==> config.mk <==
export PLATFORM = sky130hd
export DESIGN_NAME = bus_arbiter_2m_flat
export DESIGN_NICKNAME = d
export VERILOG_FILES = /design/src/rtl/bus_arbiter_2m_if.sv /design/src/rtl/bus_arbiter_2m.sv /design/src/flat_wrapper.sv
export SDC_FILE = /design/constraint.sdc
export NUM_CORES = 1
export LEC_CHECK = 0
export CELL_PAD_IN_SITES_DETAIL_PLACEMENT = 1
export CELL_PAD_IN_SITES_GLOBAL_PLACEMENT = 2
export CORE_MARGIN = 5
export CORE_UTILIZATION = 10
export CTS_BUF_LIST = sky130_fd_sc_hd__clkbuf_2
export DETAILED_ROUTE_END_ITERATION = 6
export HOLD_SLACK_MARGIN = 0.02
export PLACE_DENSITY_LB_ADDON = 0.1
export SKIP_CTS_REPAIR_TIMING = 1
export SYNTH_ARGS = -nofsm -noshare
export SYNTH_HDL_FRONTEND = slang
export SYNTH_SLANG_ARGS = --single-unit
==> constraint.sdc <==
create_clock -name clk -period 5.15 [get_ports clk]
set_clock_uncertainty 0.15 [all_clocks]
set_input_delay 1.545 -clock clk [delete_from_list [all_inputs] [get_ports clk]]
set_output_delay 1.545 -clock clk [all_outputs]
set_load 0.03 [all_outputs]
==> src/rtl/bus_arbiter_2m_if.sv <==
// Bus bundle for the two-master / one-slave arbiter.
// "master" is the arbiter's own view (it drives the slave-side bus and the
// per-master return paths); "slave" is the environment: both requesters plus
// the memory behind BUS_*.
interface bus_arbiter_2m_if #(
    parameter int AW = 32,
    parameter int DW = 32
);
    // requester 0 (CPU core port)
    logic [AW-1:0] m0_addr;
    logic [DW-1:0] m0_wdata;
    logic          m0_mode;
    logic          m0_valid;
    logic          m0_rready;
    logic          m0_wready;
    logic          m0_rvalid;
    logic [DW-1:0] m0_rdata;
    logic          m0_err;
    // requester 1 (debug loader / DMA)
    logic [AW-1:0] m1_addr;
    logic [DW-1:0] m1_wdata;
    logic          m1_mode;
    logic          m1_valid;
    logic          m1_rready;
    logic          m1_wready;
    logic          m1_rvalid;
    logic [DW-1:0] m1_rdata;
    logic          m1_err;
    // shared slave bus
    logic [AW-1:0] BUS_addr;
    logic [DW-1:0] BUS_wdata;
    logic          BUS_mode;
    logic          BUS_valid;
    logic          BUS_rready;
    logic          BUS_wready;
    logic          BUS_rvalid;
    logic [DW-1:0] BUS_rdata;
    // one-hot grant {M1,M0}
    logic [1:0]    gnt;

    modport master (
        input  m0_addr, m0_wdata, m0_mode, m0_valid, m0_rready,
        input  m1_addr, m1_wdata, m1_mode, m1_valid, m1_rready,
        input  BUS_wready, BUS_rvalid, BUS_rdata,
        output m0_wready, m0_rvalid, m0_rdata, m0_err,
        output m1_wready, m1_rvalid, m1_rdata, m1_err,
        output BUS_addr, BUS_wdata, BUS_mode, BUS_valid, BUS_rready,
        output gnt
    );

    modport slave (
        output m0_addr, m0_wdata, m0_mode, m0_valid, m0_rready,
        output m1_addr, m1_wdata, m1_mode, m1_valid, m1_rready,
        output BUS_wready, BUS_rvalid, BUS_rdata,
        input  m0_wready, m0_rvalid, m0_rdata, m0_err,
        input  m1_wready, m1_rvalid, m1_rdata, m1_err,
        input  BUS_addr, BUS_wdata, BUS_mode, BUS_valid, BUS_rready,
        input  gnt
    );
endinterface

==> src/rtl/bus_arbiter_2m.sv <==
// Two-master / one-slave arbiter for the valid/ready memory bus.
// Grants one whole transaction at a time (round-robin or fixed priority),
// passes the granted master straight through to the slave, and aborts a
// transaction the slave never finishes after TIMEOUT busy cycles.
module bus_arbiter_2m #(
    parameter int AW         = 32,
    parameter int DW         = 32,
    parameter int TIMEOUT    = 255,
    parameter int FIXED_PRIO = 0
) (
    input  logic             clk,
    input  logic             rst,
    bus_arbiter_2m_if.master bus
);

    typedef enum logic [1:0] {
        ST_IDLE  = 2'd0,
        ST_BUSY0 = 2'd1,
        ST_BUSY1 = 2'd2
    } state_t;

    // Counter wide enough to hold TIMEOUT; it never needs to go past it.
    localparam int            CW      = (TIMEOUT < 2) ? 1 : $clog2(TIMEOUT + 1);
    localparam logic [CW-1:0] WD_LAST = CW'((TIMEOUT == 0) ? 0 : TIMEOUT - 1);
    localparam logic [CW-1:0] WD_MAX  = CW'(TIMEOUT);

    state_t        r_state;
    state_t        w_state_next;
    logic          r_last_m1;       // 1: M1 was served last, so M0 wins the next tie
    logic          w_last_m1_next;
    logic [CW-1:0] r_wdog;          // non-completing busy cycles of the current grant
    logic [CW-1:0] w_wdog_next;
    logic          r_err0;
    logic          r_err1;
    logic          w_err0_next;
    logic          w_err1_next;

    logic          w_busy;
    logic          w_sel_m1;
    logic          w_req_valid;
    logic          w_complete;
    logic          w_timeout;
    logic          w_tie_pick_m1;

    assign w_busy   = (r_state != ST_IDLE);
    assign w_sel_m1 = (r_state == ST_BUSY1);

    // Slave-side bus: granted master's request, forced to zero when idle.
    always_comb begin
        bus.BUS_addr   = '0;
        bus.BUS_wdata  = '0;
        bus.BUS_mode   = 1'b0;
        bus.BUS_valid  = 1'b0;
        bus.BUS_rready = 1'b0;
        w_req_valid    = 1'b0;
        if (r_state == ST_BUSY0) begin
            bus.BUS_addr   = bus.m0_addr;
            bus.BUS_wdata  = bus.m0_wdata;
            bus.BUS_mode   = bus.m0_mode;
            bus.BUS_valid  = bus.m0_valid;
            bus.BUS_rready = bus.m0_rready;
            w_req_valid    = bus.m0_valid;
        end else if (r_state == ST_BUSY1) begin
            bus.BUS_addr   = bus.m1_addr;
            bus.BUS_wdata  = bus.m1_wdata;
            bus.BUS_mode   = bus.m1_mode;
            bus.BUS_valid  = bus.m1_valid;
            bus.BUS_rready = bus.m1_rready;
            w_req_valid    = bus.m1_valid;
        end
    end

    // Return path: only the granted master sees the slave's responses.
    always_comb begin
        bus.m0_wready = 1'b0;
        bus.m0_rvalid = 1'b0;
        bus.m0_rdata  = '0;
        bus.m1_wready = 1'b0;
        bus.m1_rvalid = 1'b0;
        bus.m1_rdata  = '0;
        if (r_state == ST_BUSY0) begin
            bus.m0_wready = bus.BUS_wready;
            bus.m0_rvalid = bus.BUS_rvalid;
            bus.m0_rdata  = bus.BUS_rdata;
        end else if (r_state == ST_BUSY1) begin
            bus.m1_wready = bus.BUS_wready;
            bus.m1_rvalid = bus.BUS_rvalid;
            bus.m1_rdata  = bus.BUS_rdata;
        end
    end

    assign bus.gnt    = {r_state == ST_BUSY1, r_state == ST_BUSY0};
    assign bus.m0_err = r_err0;
    assign bus.m1_err = r_err1;

    // A write completes on the accepted handshake, a read on the data beat.
    assign w_complete = w_busy &
                        ((bus.BUS_valid & bus.BUS_mode & bus.BUS_wready) |
                         (bus.BUS_rvalid & bus.BUS_rready));

    // Abort on the TIMEOUT-th non-completing cycle; a completion in that same
    // cycle still wins.
    assign w_timeout = (TIMEOUT != 0) && w_busy && w_req_valid && !w_complete &&
                       (r_wdog == WD_LAST);

    // On a tie, round-robin hands the bus to whoever was not served last.
    assign w_tie_pick_m1 = (FIXED_PRIO != 0) ? 1'b0 : ~r_last_m1;

    // Next-state, rr pointer, watchdog and abort pulse.
    always_comb begin
        w_state_next   = r_state;
        w_last_m1_next = r_last_m1;
        w_wdog_next    = r_wdog;
        w_err0_next    = 1'b0;
        w_err1_next    = 1'b0;
        case (r_state)
            ST_IDLE: begin
                w_wdog_next = '0;
                if (bus.m0_valid && bus.m1_valid) begin
                    w_state_next = w_tie_pick_m1 ? ST_BUSY1 : ST_BUSY0;
                end else if (bus.m0_valid) begin
                    w_state_next = ST_BUSY0;
                end else if (bus.m1_valid) begin
                    w_state_next = ST_BUSY1;
                end
            end
            ST_BUSY0, ST_BUSY1: begin
                if (w_complete || !w_req_valid || w_timeout) begin
                    w_state_next   = ST_IDLE;
                    w_last_m1_next = w_sel_m1;
                    w_err0_next    = w_timeout & ~w_sel_m1;
                    w_err1_next    = w_timeout & w_sel_m1;
                end else if (r_wdog != WD_MAX) begin
                    w_wdog_next = r_wdog + 1'b1;
                end
            end
            default: begin
                w_state_next = ST_IDLE;
            end
        endcase
    end

    // State registers with synchronous reset.
    always_ff @(posedge clk) begin
        if (rst) begin
            r_state   <= ST_IDLE;
            r_last_m1 <= 1'b1;
            r_wdog    <= '0;
            r_err0    <= 1'b0;
            r_err1    <= 1'b0;
        end else begin
            r_state   <= w_state_next;
            r_last_m1 <= w_last_m1_next;
            r_wdog    <= w_wdog_next;
            r_err0    <= w_err0_next;
            r_err1    <= w_err1_next;
        end
    end

endmodule

==> src/flat_wrapper.sv <==
// flat-port wrapper written by rule: the top's interface ports become plain ports
module bus_arbiter_2m_flat 
#(
    parameter int AW         = 32,
    parameter int DW         = 32,
    parameter int TIMEOUT    = 255,
    parameter int FIXED_PRIO = 0
)
  (clk, rst, bus_m0_addr, bus_m0_wdata, bus_m0_mode, bus_m0_valid, bus_m0_rready, bus_m1_addr, bus_m1_wdata, bus_m1_mode, bus_m1_valid, bus_m1_rready, bus_BUS_wready, bus_BUS_rvalid, bus_BUS_rdata, bus_m0_wready, bus_m0_rvalid, bus_m0_rdata, bus_m0_err, bus_m1_wready, bus_m1_rvalid, bus_m1_rdata, bus_m1_err, bus_BUS_addr, bus_BUS_wdata, bus_BUS_mode, bus_BUS_valid, bus_BUS_rready, bus_gnt);
  bus_arbiter_2m_if #(.AW(AW), .DW(DW)) bus_i ();
  input  logic clk;
  input  logic rst;
  input wire logic [$bits(bus_i.m0_addr)-1:0] bus_m0_addr;
  input wire logic [$bits(bus_i.m0_wdata)-1:0] bus_m0_wdata;
  input wire logic [$bits(bus_i.m0_mode)-1:0] bus_m0_mode;
  input wire logic [$bits(bus_i.m0_valid)-1:0] bus_m0_valid;
  input wire logic [$bits(bus_i.m0_rready)-1:0] bus_m0_rready;
  input wire logic [$bits(bus_i.m1_addr)-1:0] bus_m1_addr;
  input wire logic [$bits(bus_i.m1_wdata)-1:0] bus_m1_wdata;
  input wire logic [$bits(bus_i.m1_mode)-1:0] bus_m1_mode;
  input wire logic [$bits(bus_i.m1_valid)-1:0] bus_m1_valid;
  input wire logic [$bits(bus_i.m1_rready)-1:0] bus_m1_rready;
  input wire logic [$bits(bus_i.BUS_wready)-1:0] bus_BUS_wready;
  input wire logic [$bits(bus_i.BUS_rvalid)-1:0] bus_BUS_rvalid;
  input wire logic [$bits(bus_i.BUS_rdata)-1:0] bus_BUS_rdata;
  output wire logic [$bits(bus_i.m0_wready)-1:0] bus_m0_wready;
  output wire logic [$bits(bus_i.m0_rvalid)-1:0] bus_m0_rvalid;
  output wire logic [$bits(bus_i.m0_rdata)-1:0] bus_m0_rdata;
  output wire logic [$bits(bus_i.m0_err)-1:0] bus_m0_err;
  output wire logic [$bits(bus_i.m1_wready)-1:0] bus_m1_wready;
  output wire logic [$bits(bus_i.m1_rvalid)-1:0] bus_m1_rvalid;
  output wire logic [$bits(bus_i.m1_rdata)-1:0] bus_m1_rdata;
  output wire logic [$bits(bus_i.m1_err)-1:0] bus_m1_err;
  output wire logic [$bits(bus_i.BUS_addr)-1:0] bus_BUS_addr;
  output wire logic [$bits(bus_i.BUS_wdata)-1:0] bus_BUS_wdata;
  output wire logic [$bits(bus_i.BUS_mode)-1:0] bus_BUS_mode;
  output wire logic [$bits(bus_i.BUS_valid)-1:0] bus_BUS_valid;
  output wire logic [$bits(bus_i.BUS_rready)-1:0] bus_BUS_rready;
  output wire logic [$bits(bus_i.gnt)-1:0] bus_gnt;
  assign bus_i.m0_addr = bus_m0_addr;
  assign bus_i.m0_wdata = bus_m0_wdata;
  assign bus_i.m0_mode = bus_m0_mode;
  assign bus_i.m0_valid = bus_m0_valid;
  assign bus_i.m0_rready = bus_m0_rready;
  assign bus_i.m1_addr = bus_m1_addr;
  assign bus_i.m1_wdata = bus_m1_wdata;
  assign bus_i.m1_mode = bus_m1_mode;
  assign bus_i.m1_valid = bus_m1_valid;
  assign bus_i.m1_rready = bus_m1_rready;
  assign bus_i.BUS_wready = bus_BUS_wready;
  assign bus_i.BUS_rvalid = bus_BUS_rvalid;
  assign bus_i.BUS_rdata = bus_BUS_rdata;
  assign bus_m0_wready = bus_i.m0_wready;
  assign bus_m0_rvalid = bus_i.m0_rvalid;
  assign bus_m0_rdata = bus_i.m0_rdata;
  assign bus_m0_err = bus_i.m0_err;
  assign bus_m1_wready = bus_i.m1_wready;
  assign bus_m1_rvalid = bus_i.m1_rvalid;
  assign bus_m1_rdata = bus_i.m1_rdata;
  assign bus_m1_err = bus_i.m1_err;
  assign bus_BUS_addr = bus_i.BUS_addr;
  assign bus_BUS_wdata = bus_i.BUS_wdata;
  assign bus_BUS_mode = bus_i.BUS_mode;
  assign bus_BUS_valid = bus_i.BUS_valid;
  assign bus_BUS_rready = bus_i.BUS_rready;
  assign bus_gnt = bus_i.gnt;
  bus_arbiter_2m #(.AW(AW), .DW(DW), .TIMEOUT(TIMEOUT), .FIXED_PRIO(FIXED_PRIO)) u_core (.clk(clk), .rst(rst), .bus(bus_i));
endmodule
==> qor_table.md <==
| Group | Result | This run |
| --- | --- | --- |
| critical path | Longest individual stage delay on the worst path | 0.69 ns |
| layout | Filler instances | 2,291 |
| floorplanning | Standard-cell rows | 51 |
| synth | Sequential area share after synthesis | 0.134 |
| flow run | Max-cap violation count | 0 |
| critical path | Origin of the critical flop-to-flop path | u_core.r_state[1]$_SDFFE_PP0P_ |
| route | DR WL/cell | 23.0 µm |
| route | Via/cell ratio | 3.93 |
| clocking | Cts bufs inserted | 3 |
| status | Result of the run | finished clean |
| min path | Number of cells on the worst hold path | 2 |
| layout | Relative area change from synthesis to final layout | 174% |
| global routing | Gr ovfl total | 0 |
| layout | Final Net Count | 727 |
| pwr | Worst IR drop on VDD | 0.0761 mV |
| critical path | Sequence of cells on the critical path | clkdlybuf4s50_1 > a22oi_2 > inv_1 > clkdlybuf4s50_1 |
| layout | Finished Cell Area | 5350 µm² |
| layout | Fraction of final layout cells sized beyond drive strength 1 | 0.0236 |
| critical path | Setup crit start kind | primary input |
| min path | Worst hold endpoint | u_core.r_wdog[7]$_SDFFE_PP0P_ |
| critical path | Critical path start-end classification | primary input to output pin |
| critical path | Max Fanout on Critical Path | 6 |
| floorplanning | Die area | 22,400 µm² |
| clocking | Clock transition at the register clock pins on the worst setup and hold paths after CTS | 0.15 ns |
| synth | Cell area after synthesis | 1950 µm² |
| clocking | Later-pin clock latency in the skew report | 0.28 ns |
| clocking | Htree depth | 1 |
| clocking | Root buffer selected by CTS | clkbuf_2 |
| synth | Post-synth net total | 437 |
| critical path | Required time of the critical path | 3.46 ns |
| floorplanning | Number of top-level pins | 309 |
| synth | Distinct cell type count after synthesis | 41 |
| min path | Worst Hold Launch | u_core.r_wdog[7]$_SDFFE_PP0P_ |
| place | Gp weighted congestion | 0.818 |
| sta | Hold Fails Final Rpt | 0 |
| critical path | End of the worst register-to-register path | u_core.r_wdog[7]$_SDFFE_PP0P_ |
| synth | Synth Register Bits | 13 |
| min path | Classification of the worst-slack hold path | register to register |
| synth | Share of synthesized flip-flops with an asynchronous set or reset | 0 |
| floorplanning | Die height | 150 µm |
| sta | Final worst path period share | 0.932 |
| clocking | Maximum buffer depth of the clock tree | 2 |
| sta | Slew Limit Headroom | 0.411 |
| synth | Dominant register cell in the synthesized netlist | dfxtp_1 |
| route | DRT Wirelength | 18,800 µm |
| floorplanning | Initial Util | 0.101 |
| global routing | Antenna violations before repair | 4 |
| critical path | Setup crit end kind | output pin |
| pwr | Static leakage | 0.00189 µW |
| synth | Number of synthesis warnings | 0 |
| route | Number of design-rule violations left by the first detailed-router iteration | 124 |
| sta | Slew @ Worst Pin | 0.882 ns |
| sta | Time the final worst path needs with I/O delays and setup | 4.80 ns |
| critical path | R2r worst-path depth | 7 |
| place | Port buffer count | 308 |
| place | Place WS | 0.344 ns |
| critical path | CP arrival | 3.11 ns |
| clocking | Clock net sink count | 13 |
| synth | Average footprint of a synthesized cell | 7.47 µm² |
| critical path | Most used cell, CP | clkdlybuf4s50_1 |
| pwr | Power per cell area | 178 nW/µm² |
| sta | Crit path setup slack, layout | 0.350 ns |
| global routing | Global-route wire length before repair | 24,800 µm |
| clocking | CTS tree | built |
| global routing | Pin count of the biggest net entering global routing | 55 |
| critical path | Reg-to-reg slack, setup | 1.78 ns |
| sta | Setup repair after global routing missed its margin | no |
| route | Number of detailed-routing iterations run before antenna repair | 4 |
| critical path | Crit-path slowest cell | clkdlybuf4s50_1 |
| route | Detailed-route via count | 3,210 |
| place | Placed inst area | 5320 µm² |
| sta | Max Slew Vio Count | 0 |
| route | Post-route DRC violation count | 0 |
| global routing | Total track usage | 0.151 |
| synth | Post-Syn Instances | 261 |
| sta | Final setup TNS | 0 ns |
| global routing | Vias in the first global route | 3,137 |
| place | Post-detail-place hpwl | 16,200 µm |
| floorplanning | Core region area | 19,300 µm² |
| floorplanning | Die extent in x | 150 µm |
| synth | Number of enable flip-flop cells after synthesis | 0 |
| sta | Finish-stage setup viols | 0 |
| sta | Maximum clock frequency | 0.208 GHz |
| route | Antenna-violating nets left | 0 |
-- cell type report --
class	count	area [µm²]	share of cell area
Tap cell	265	332	0.0620
Sequential cell	13	260	0.0487
Antenna cell	1	2.50	0.000468
Inverter	6	22.5	0.00421
Clock buffer	4	20.0	0.00375
Multi-Input combinational cell	215	1570	0.294
Timing Repair Buffer	312	3140	0.587
-- registers in the layout, summed over array words and instances, names as in the netlist --
name	count
u_core.bus.m1_err	1
u_core.bus.m0_err	1
u_core.r_state	2
u_core.r_last_m1	1
u_core.r_wdog	8
-- power breakdown --
group,internal (µW),total [µW],switching (µW)
Sequential,105,109,4.80
Clock,20.6,57.9,37.4
Combinational,368,783,415
-- worst max-delay path by stage --
stage	startpoint	to	slack [ns]	depth (start not counted)
after CTS	bus_m0_valid	bus_BUS_valid	0.33	4
final	bus_m0_valid	bus_BUS_valid	0.35	4
after global routing	u_core.r_state[1]$_SDFFE_PP0P_	bus_BUS_addr[15]	0.27	6
after global placement	bus_m0_valid	bus_BUS_valid	0.36	4
after floorplan	bus_m1_addr[20]	bus_BUS_addr[20]	1.19	2
after detailed placement	bus_m0_valid	bus_BUS_valid	0.34	4
-- cells in the mapped netlist (3+ instances only) --
library cell	count	area share
inv_1	6	0.012
dfxtp_1	13	0.13
a31oi_1	4	0.013
nand3_1	7	0.018
nor2_1	6	0.012
nor2b_1	3	0.0096
clkbuf_1	17	0.033
a22o_1	65	0.29
or4_1	4	0.015
buf_1	6	0.012
nor3b_1	5	0.019
nand2_1	12	0.023
and2_1	68	0.22
ha_1	6	0.039
o21ai_0	3	0.0077
-- cells by family (layout without fill, tap and decap cells) --
| kind of cell | after synthesis | in the layout | share of synthesized area |
|---|---|---|---|
| buf+inv | 33 | 322 | 0.0687 |
| other cells | 0 | 1 | 0 |
| simple gates | 118 | 118 | 0.362 |
| compound gates | 89 | 89 | 0.387 |
| fa+ha+maj | 6 | 6 | 0.0385 |
| flops | 13 | 13 | 0.134 |
| mux | 2 | 2 | 0.0103 |
-- placed cells by master (no fill, tap or decap), types with 3 or more instances in the layout --
cell | Yosys | layout
clkdlybuf4s50_1 | 0 | 308
and2_1 | 68 | 68
a22o_1 | 65 | 65
dfxtp_1 | 13 | 13
nand2_1 | 12 | 12
nand3_1 | 7 | 7
inv_1 | 6 | 6
nor2_1 | 6 | 6
nor3b_1 | 5 | 5
ha_1 | 6 | 5
or4_1 | 4 | 4
a31oi_1 | 4 | 4
clkbuf_2 | 0 | 4
o21ai_0 | 3 | 3
nor2b_1 | 3 | 3
-- layer usage --
layer  global-route usage  up-vias  part of all wire
met5                    0        -            0.0022
met4               0.0165        6            0.0021
met3               0.0369        8             0.070
met2                0.273      119              0.50
met1                0.189     1528              0.43
li1                     -     1549                 -
-- critical path, delay by kind of cell --
| family | cells | cell delay, ns |
|---|---|---|
| buffers and inverters | 3 | 1.42 |
| AOI/OAI and AO/OA | 1 | 0.13 |
-- through the flow --
step / utilization / hold slack (ns) / total power, µW / instances
4_1_cts: 0.276 / 0.356 / 965 / 815
5_1_grt: 0.276 / 0.390 / 999 / 816
3_5_place_dp: 0.275 / 0.336 / 902 / 811
6_report: 0.276 / 0.350 / 950 / 816
2_1_floorplan: - / 0.301 / 494 / 261
3_3_place_gp: 0.275 / 0.329 / 902 / 811
Power figures use the tool's default switching activity.
